**src/rtl/reg_wb_defs_pkg.sv**
```systemverilog
// Shared encodings for the write-back stage: destination and source selects
// plus the memory-write FSM states.
package reg_wb_defs;

  localparam logic [1:0] DST_NONE = 2'b00;
  localparam logic [1:0] DST_A    = 2'b01;
  localparam logic [1:0] DST_B    = 2'b10;
  localparam logic [1:0] DST_MEM  = 2'b11;

  localparam logic [1:0] SRC_ALU  = 2'b00;
  localparam logic [1:0] SRC_IM   = 2'b01;
  localparam logic [1:0] SRC_MEM  = 2'b10;
  localparam logic [1:0] SRC_REGB = 2'b11;

  typedef enum logic {
    IDLE = 1'b0,
    MEMW = 1'b1
  } wbState_t;

endpackage

```
**src/rtl/wb_src_mux.sv**
```systemverilog
// 4:1 combinational source select for the write-back result; shaped like the
// operand mux so both can be reused side by side.
module wb_src_mux
  import reg_wb_defs::*;
#(
  parameter int WIDTH = 8
) (
  input  logic [1:0]       srcSel,
  input  logic [WIDTH-1:0] aluResult,
  input  logic [WIDTH-1:0] dataIM,
  input  logic [WIDTH-1:0] memRdata,
  input  logic [WIDTH-1:0] dataRegB,
  output logic [WIDTH-1:0] src
);

  always_comb begin
    // NOTE: every path assigns src (default first) so no latch is inferred.
    src = aluResult;
    case (srcSel)
      SRC_ALU:  src = aluResult;
      SRC_IM:   src = dataIM;
      SRC_MEM:  src = memRdata;
      SRC_REGB: src = dataRegB;
      default:  src = aluResult;
    endcase
  end

endmodule

```
**src/rtl/reg_writeback.sv**
```systemverilog
// Write-back stage: routes one selected result per accepted request into
// register A, register B or a one-entry buffered memory write port.
module reg_writeback
  import reg_wb_defs::*;
#(
  parameter int               WIDTH   = 8,
  parameter logic [WIDTH-1:0] RESET_A = '0,
  parameter logic [WIDTH-1:0] RESET_B = '0
) (
  input  logic             clk,
  input  logic             rst,
  input  logic             wrEn,
  input  logic [1:0]       dst,
  input  logic [1:0]       srcSel,
  input  logic [WIDTH-1:0] aluResult,
  input  logic             aluCarry,
  input  logic [WIDTH-1:0] dataIM,
  input  logic [WIDTH-1:0] memRdata,
  output logic [WIDTH-1:0] dataRegA,
  output logic [WIDTH-1:0] dataRegB,
  output logic [WIDTH-1:0] memWdata,
  output logic             memWvalid,
  input  logic             memWready,
  output logic             busy,
  output logic             flagZ,
  output logic             flagN,
  output logic             flagC
);

  wbState_t         state;
  wbState_t         stateNext;
  logic [WIDTH-1:0] src;
  logic             accept;
  logic             memAccept;
  logic             regAccept;
  logic             flagLoad;

  wb_src_mux #(.WIDTH(WIDTH)) uSrcMux (
    .srcSel    (srcSel),
    .aluResult (aluResult),
    .dataIM    (dataIM),
    .memRdata  (memRdata),
    .dataRegB  (dataRegB),
    .src       (src)
  );

  // The buffer is full exactly while in MEMW; it frees up in the cycle the
  // memory takes the data, which is what permits back-to-back writes.
  assign memWvalid = (state == MEMW);
  assign busy      = memWvalid & ~memWready;
  assign accept    = wrEn & ~busy;
  assign memAccept = accept & (dst == DST_MEM);
  assign regAccept = accept & ((dst == DST_A) | (dst == DST_B));
  assign flagLoad  = regAccept & (srcSel == SRC_ALU);

  // NOTE: sequential state uses non-blocking (<=) so every register samples
  // pre-edge values regardless of process evaluation order.
  always_ff @(posedge clk or posedge rst) begin
    if (rst) state <= IDLE;
    else     state <= stateNext;
  end

  always_comb begin
    stateNext = state;
    case (state)
      IDLE:    if (memAccept) stateNext = MEMW;
      MEMW:    if (memWready && !memAccept) stateNext = IDLE;
      default: stateNext = IDLE;
    endcase
  end

  // A memAccept only happens when the buffer is empty or draining, so the
  // held data is never overwritten before the memory has taken it.
  always_ff @(posedge clk or posedge rst) begin
    if (rst)            memWdata <= '0;
    else if (memAccept) memWdata <= src;
  end

  always_ff @(posedge clk or posedge rst) begin
    if (rst) begin
      dataRegA <= RESET_A;
      dataRegB <= RESET_B;
    end else begin
      if (accept && dst == DST_A) dataRegA <= src;
      if (accept && dst == DST_B) dataRegB <= src;
    end
  end

  always_ff @(posedge clk or posedge rst) begin
    if (rst) begin
      flagZ <= 1'b0;
      flagN <= 1'b0;
      flagC <= 1'b0;
    end else if (flagLoad) begin
      flagZ <= (aluResult == '0);
      flagN <= aluResult[WIDTH-1];
      flagC <= aluCarry;
    end
  end

endmodule

```
**config.mk**
```make
export PLATFORM = sky130hd
export DESIGN_NAME = reg_writeback
export DESIGN_NICKNAME = d
export VERILOG_FILES = /design/src/rtl/reg_wb_defs_pkg.sv /design/src/rtl/wb_src_mux.sv /design/src/rtl/reg_writeback.sv
export SDC_FILE = /design/constraint.sdc
export NUM_CORES = 1
export LEC_CHECK = 0
export CORE_ASPECT_RATIO = 0.6
export CORE_MARGIN = 3
export CORE_UTILIZATION = 39
export CTS_CLUSTER_SIZE = 16
export DETAILED_ROUTE_END_ITERATION = 16
export PLACE_DENSITY_LB_ADDON = 0.25
export SLEW_MARGIN = 40
export SYNTH_ARGS = -nofsm -noshare
export SYNTH_HDL_FRONTEND = slang
export SYNTH_SLANG_ARGS = --single-unit
```
**constraint.sdc**
```tcl
create_clock -name clk -period 1.6 [get_ports clk]
set_input_delay 0.16 -clock clk [delete_from_list [all_inputs] [get_ports clk]]
set_output_delay 0.16 -clock clk [all_outputs]
set_load 0.01 [all_outputs]
```
==> reports/summary.txt <==
OUTCOME
-------------------------------------------------------------------------------------
Status                                                                   finished, final reports clean

FLOORPLAN
-------------------------------------------------------------------------------------
Die extent in y                                                               51.2 um
Area of the die                                                             4160 um^2
Width of the chip                                                             81.3 um
Effective utilization at floorplan                                              0.434
Std-Cell Core Area                                                          3060 um^2
Row count                                                                          15
Count of pins on the block boundary                                                62

DRT
-------------------------------------------------------------------------------------
Remaining antenna violation count                                                   0
Vias after detailed routing                                                       981
DR DRC count                                                                        0
Count of routing violations after the opening detailed-route iteration             18
First-pass iteration count of the detailed router                                   4
Routed wire length                                                            3.28 mm
Average wire length per cell after detail routing                             16.6 um
Post-DR vias/cell                                                                4.95

YOSYS
-------------------------------------------------------------------------------------
Post-synthesis async set-or-reset flop share                                     1.00
Leading cell types by count after synthesis                              dfrtp_1, mux2_2, mux4_2
Post-synth net total                                                              120
Synthesized area divided by synthesized cell count                          15.8 um^2
Post-synthesis instance area                                                1330 um^2
Synthesized flop and latch total                                                   28
Synthesis Warnings                                                                  0
Most frequently used cell type in the post-synthesis netlist                  dfrtp_1
Fraction of synthesized cell area taken by the top area cell type               0.528
Library cell occupying the most area in the post-synthesis netlist            dfrtp_1
Number of enable flip-flop cells after synthesis                                    0
Area contributors post-synth                                             dfrtp_1, mux2_2, mux4_2
Gate count after technology mapping                                                84
Yosys cell types                                                                   15
Dominant register cell in the synthesized netlist                             dfrtp_1
Portion of the post-synthesis area used by sequential elements                  0.528

STA
-------------------------------------------------------------------------------------
Setup repair after global routing missed its margin                             false
Post-route clock period utilization                                             0.940
Count of final hold-check violations                                                0
Max Clock Freq                                                                665 MHz
Transition time at the pin with the least slew margin                        0.348 ns
Number of slew-limit violations in the final report                                 0
Setup TNS                                                                        0 ns
Setup-failing EPs final                                                             0
Clock period minus worst slack                                                1.50 ns
Clock skew after layout                                                    0.00378 ns
Relative max-transition margin                                                  0.768

CLOCKING
-------------------------------------------------------------------------------------
Clock latency reported for the late side of the worst-skew pair               0.27 ns
CTS sink cnt                                                                       28
Number of buffers created by CTS                                                    3
TritonCTS clock tree                                                            built
Number of buffers between clock root and the deepest sink                           2
Number of levels in the clock H-tree                                                1
CTS clock-pin slew for the worst setup and hold paths                         0.09 ns
Root Buffer                                                                  clkbuf_8

RUN
-------------------------------------------------------------------------------------
Total of max-cap violations                                                         0

GLOBAL ROUTE
-------------------------------------------------------------------------------------
Number of antenna violations at the first check in global routing                   0
Wire length of the first global-routing pass                                  5.23 mm
Vias in the first global route                                                  1,065
Combined global-route utilization of all metal layers                           0.172
Aggregate global routing overflow                                                   0
Pin count of the biggest net entering global routing                               29

WORST SETUP PATH
-------------------------------------------------------------------------------------
Critical register-to-register path endpoint                               memWdata[6]
Stage delay of the slowest cell on the critical path                          0.52 ns
Worst reg-to-reg path cell count                                                    2
Reg2Reg Launch Point                                                      dataRegB[6]
Worst-path cell with the longest stage delay                             clkdlybuf4s50_1
Data arrival, critical path                                                   1.34 ns
Sort of element at the start of the critical path                                flop
Series of cell instances along the critical path                         nand2b_4, inv_1, clkdlybuf4s50_1
Req. time, crit path                                                          1.44 ns
Kind of end point of the critical path                                     output pin
Worst setup path class                                                     reg -> out
Worst path buffer plus inverter count                                               2
Critical Path Fanout Max                                                            6
Family with the most delay on the worst path                             buffers and inverters
Flop-to-flop setup slack                                                      0.29 ns

POWER AND IR DROP
-------------------------------------------------------------------------------------
Power, Total                                                                  2.38 mW
PwrDens                                                                  1130 nW/um^2
Leakage power summed over all cells                                          0.893 nW
Worst voltage drop across the vdd grid                                       0.644 mV

FINAL LAYOUT
-------------------------------------------------------------------------------------
Total area of multi-input combinational cells                                594 um^2
Layout area overhead                                                            58.4%
Proportion of layout cells with a drive suffix above 1                          0.333
Finished Layout Cells                                                             198
Register Area                                                                701 um^2
Layout filler cell count                                                          227
Final layout net count                                                            194
Diodes inserted                                                                     0

PLACEMENT
-------------------------------------------------------------------------------------
RD Place Congestion                                                             0.783
Detailed-placement wirelength estimate                                        2.66 mm
Placed cell count                                                                 195
Quantity of I/O buffers inserted on ports                                          61

MIN PATH
-------------------------------------------------------------------------------------
Type of the tightest min-delay check                                      in -> async

-- where the power goes --
| part | total [mW] | switching, mW | internal [mW] |
|---|---|---|---|
| clock network | 0.381 | 0.212 | 0.169 |
| logic | 0.957 | 0.328 | 0.629 |
| registers | 1.04 | 0.130 | 0.913 |
-- sequential cells by signal, summed over array words and instances (netlist names) --
register,flops
dataRegB,8
flagZ,1
memWvalid,1
memWdata,8
dataRegA,8
flagN,1
flagC,1
-- metrics by stage --
| stage | setup slack, ns | util | instance area (um^2) | hold slack [ns] |
|---|---|---|---|---|
| after global placement | -0.137 | 0.671 | 2050 | 0.486 |
| after CTS | 0.0424 | 0.685 | 2100 | 0.267 |
| after global routing | 0.0143 | 0.687 | 2100 | 0.273 |
| final | 0.0956 | 0.687 | 2100 | 0.251 |
| after floorplan | 0.268 | - | 1330 | 0.225 |
| after detailed placement | -0.158 | 0.671 | 2050 | 0.496 |
-- cell families after synthesis --
logic type | share of synthesized area
adder cells (fa/ha/maj) | 0.0283
flip-flops | 0.528
AND/OR/NAND/NOR | 0.0500
buffers and inverters | 0.0292
multiplexers | 0.364
-- repair_timing --
| item | 4_1_cts | 5_1_grt |
|---|---|---|
| setup endpoints to repair | 1 | 1 |
| setup buffers | 0 | 0 |
| gates resized for setup | 1 | 1 |
| hold buffers | 0 | 0 |
-- worst min-delay path, cell delays in order --
cell and delay (ns):
clkdlybuf4s50_1 0.40, inv_1 0.05, buf_4 0.32
-- area by class of cell --
type | count | area share
multi-input combinational | 48 | 0.283
clock buffer | 3 | 0.0197
timing repair buffer | 72 | 0.330
sequential | 28 | 0.334
tap | 42 | 0.0250
inverter | 5 | 0.00893
-- layout by cell type, fill, tap and decap left out, drive strengths merged --
cell type and n:
clkdlybuf4s50 61, dfrtp 28, mux2 26, buf 11, mux4 8, inv 5, nand3 4, ha 3
clkbuf 3, nand2 2, nor4 2, nand2b 1, nor3 1, mux2i 1
-- how the worst max path moves through the flow --
stage,from,to,slack (ns),depth (start not counted)
2_1_floorplan,memWvalid,memWdata[0],0.27,4
3_3_place_gp,srcSel[0],dataRegB[1],-0.14,4
3_5_place_dp,srcSel[0],dataRegB[0],-0.16,4
4_1_cts,memWready,busy,0.04,4
5_1_grt,memWvalid,busy,0.01,3
6_report,memWvalid,busy,0.1,3
-- metal layers --
layer,vias to the layer above,track usage,routed length (um)
met5,-,0,0
met4,0,0.0253,13
met3,2,0.0563,199
met2,35,0.272,1510
met1,489,0.237,1550
li1,455,-,-
(Power assumes the default switching activity.)
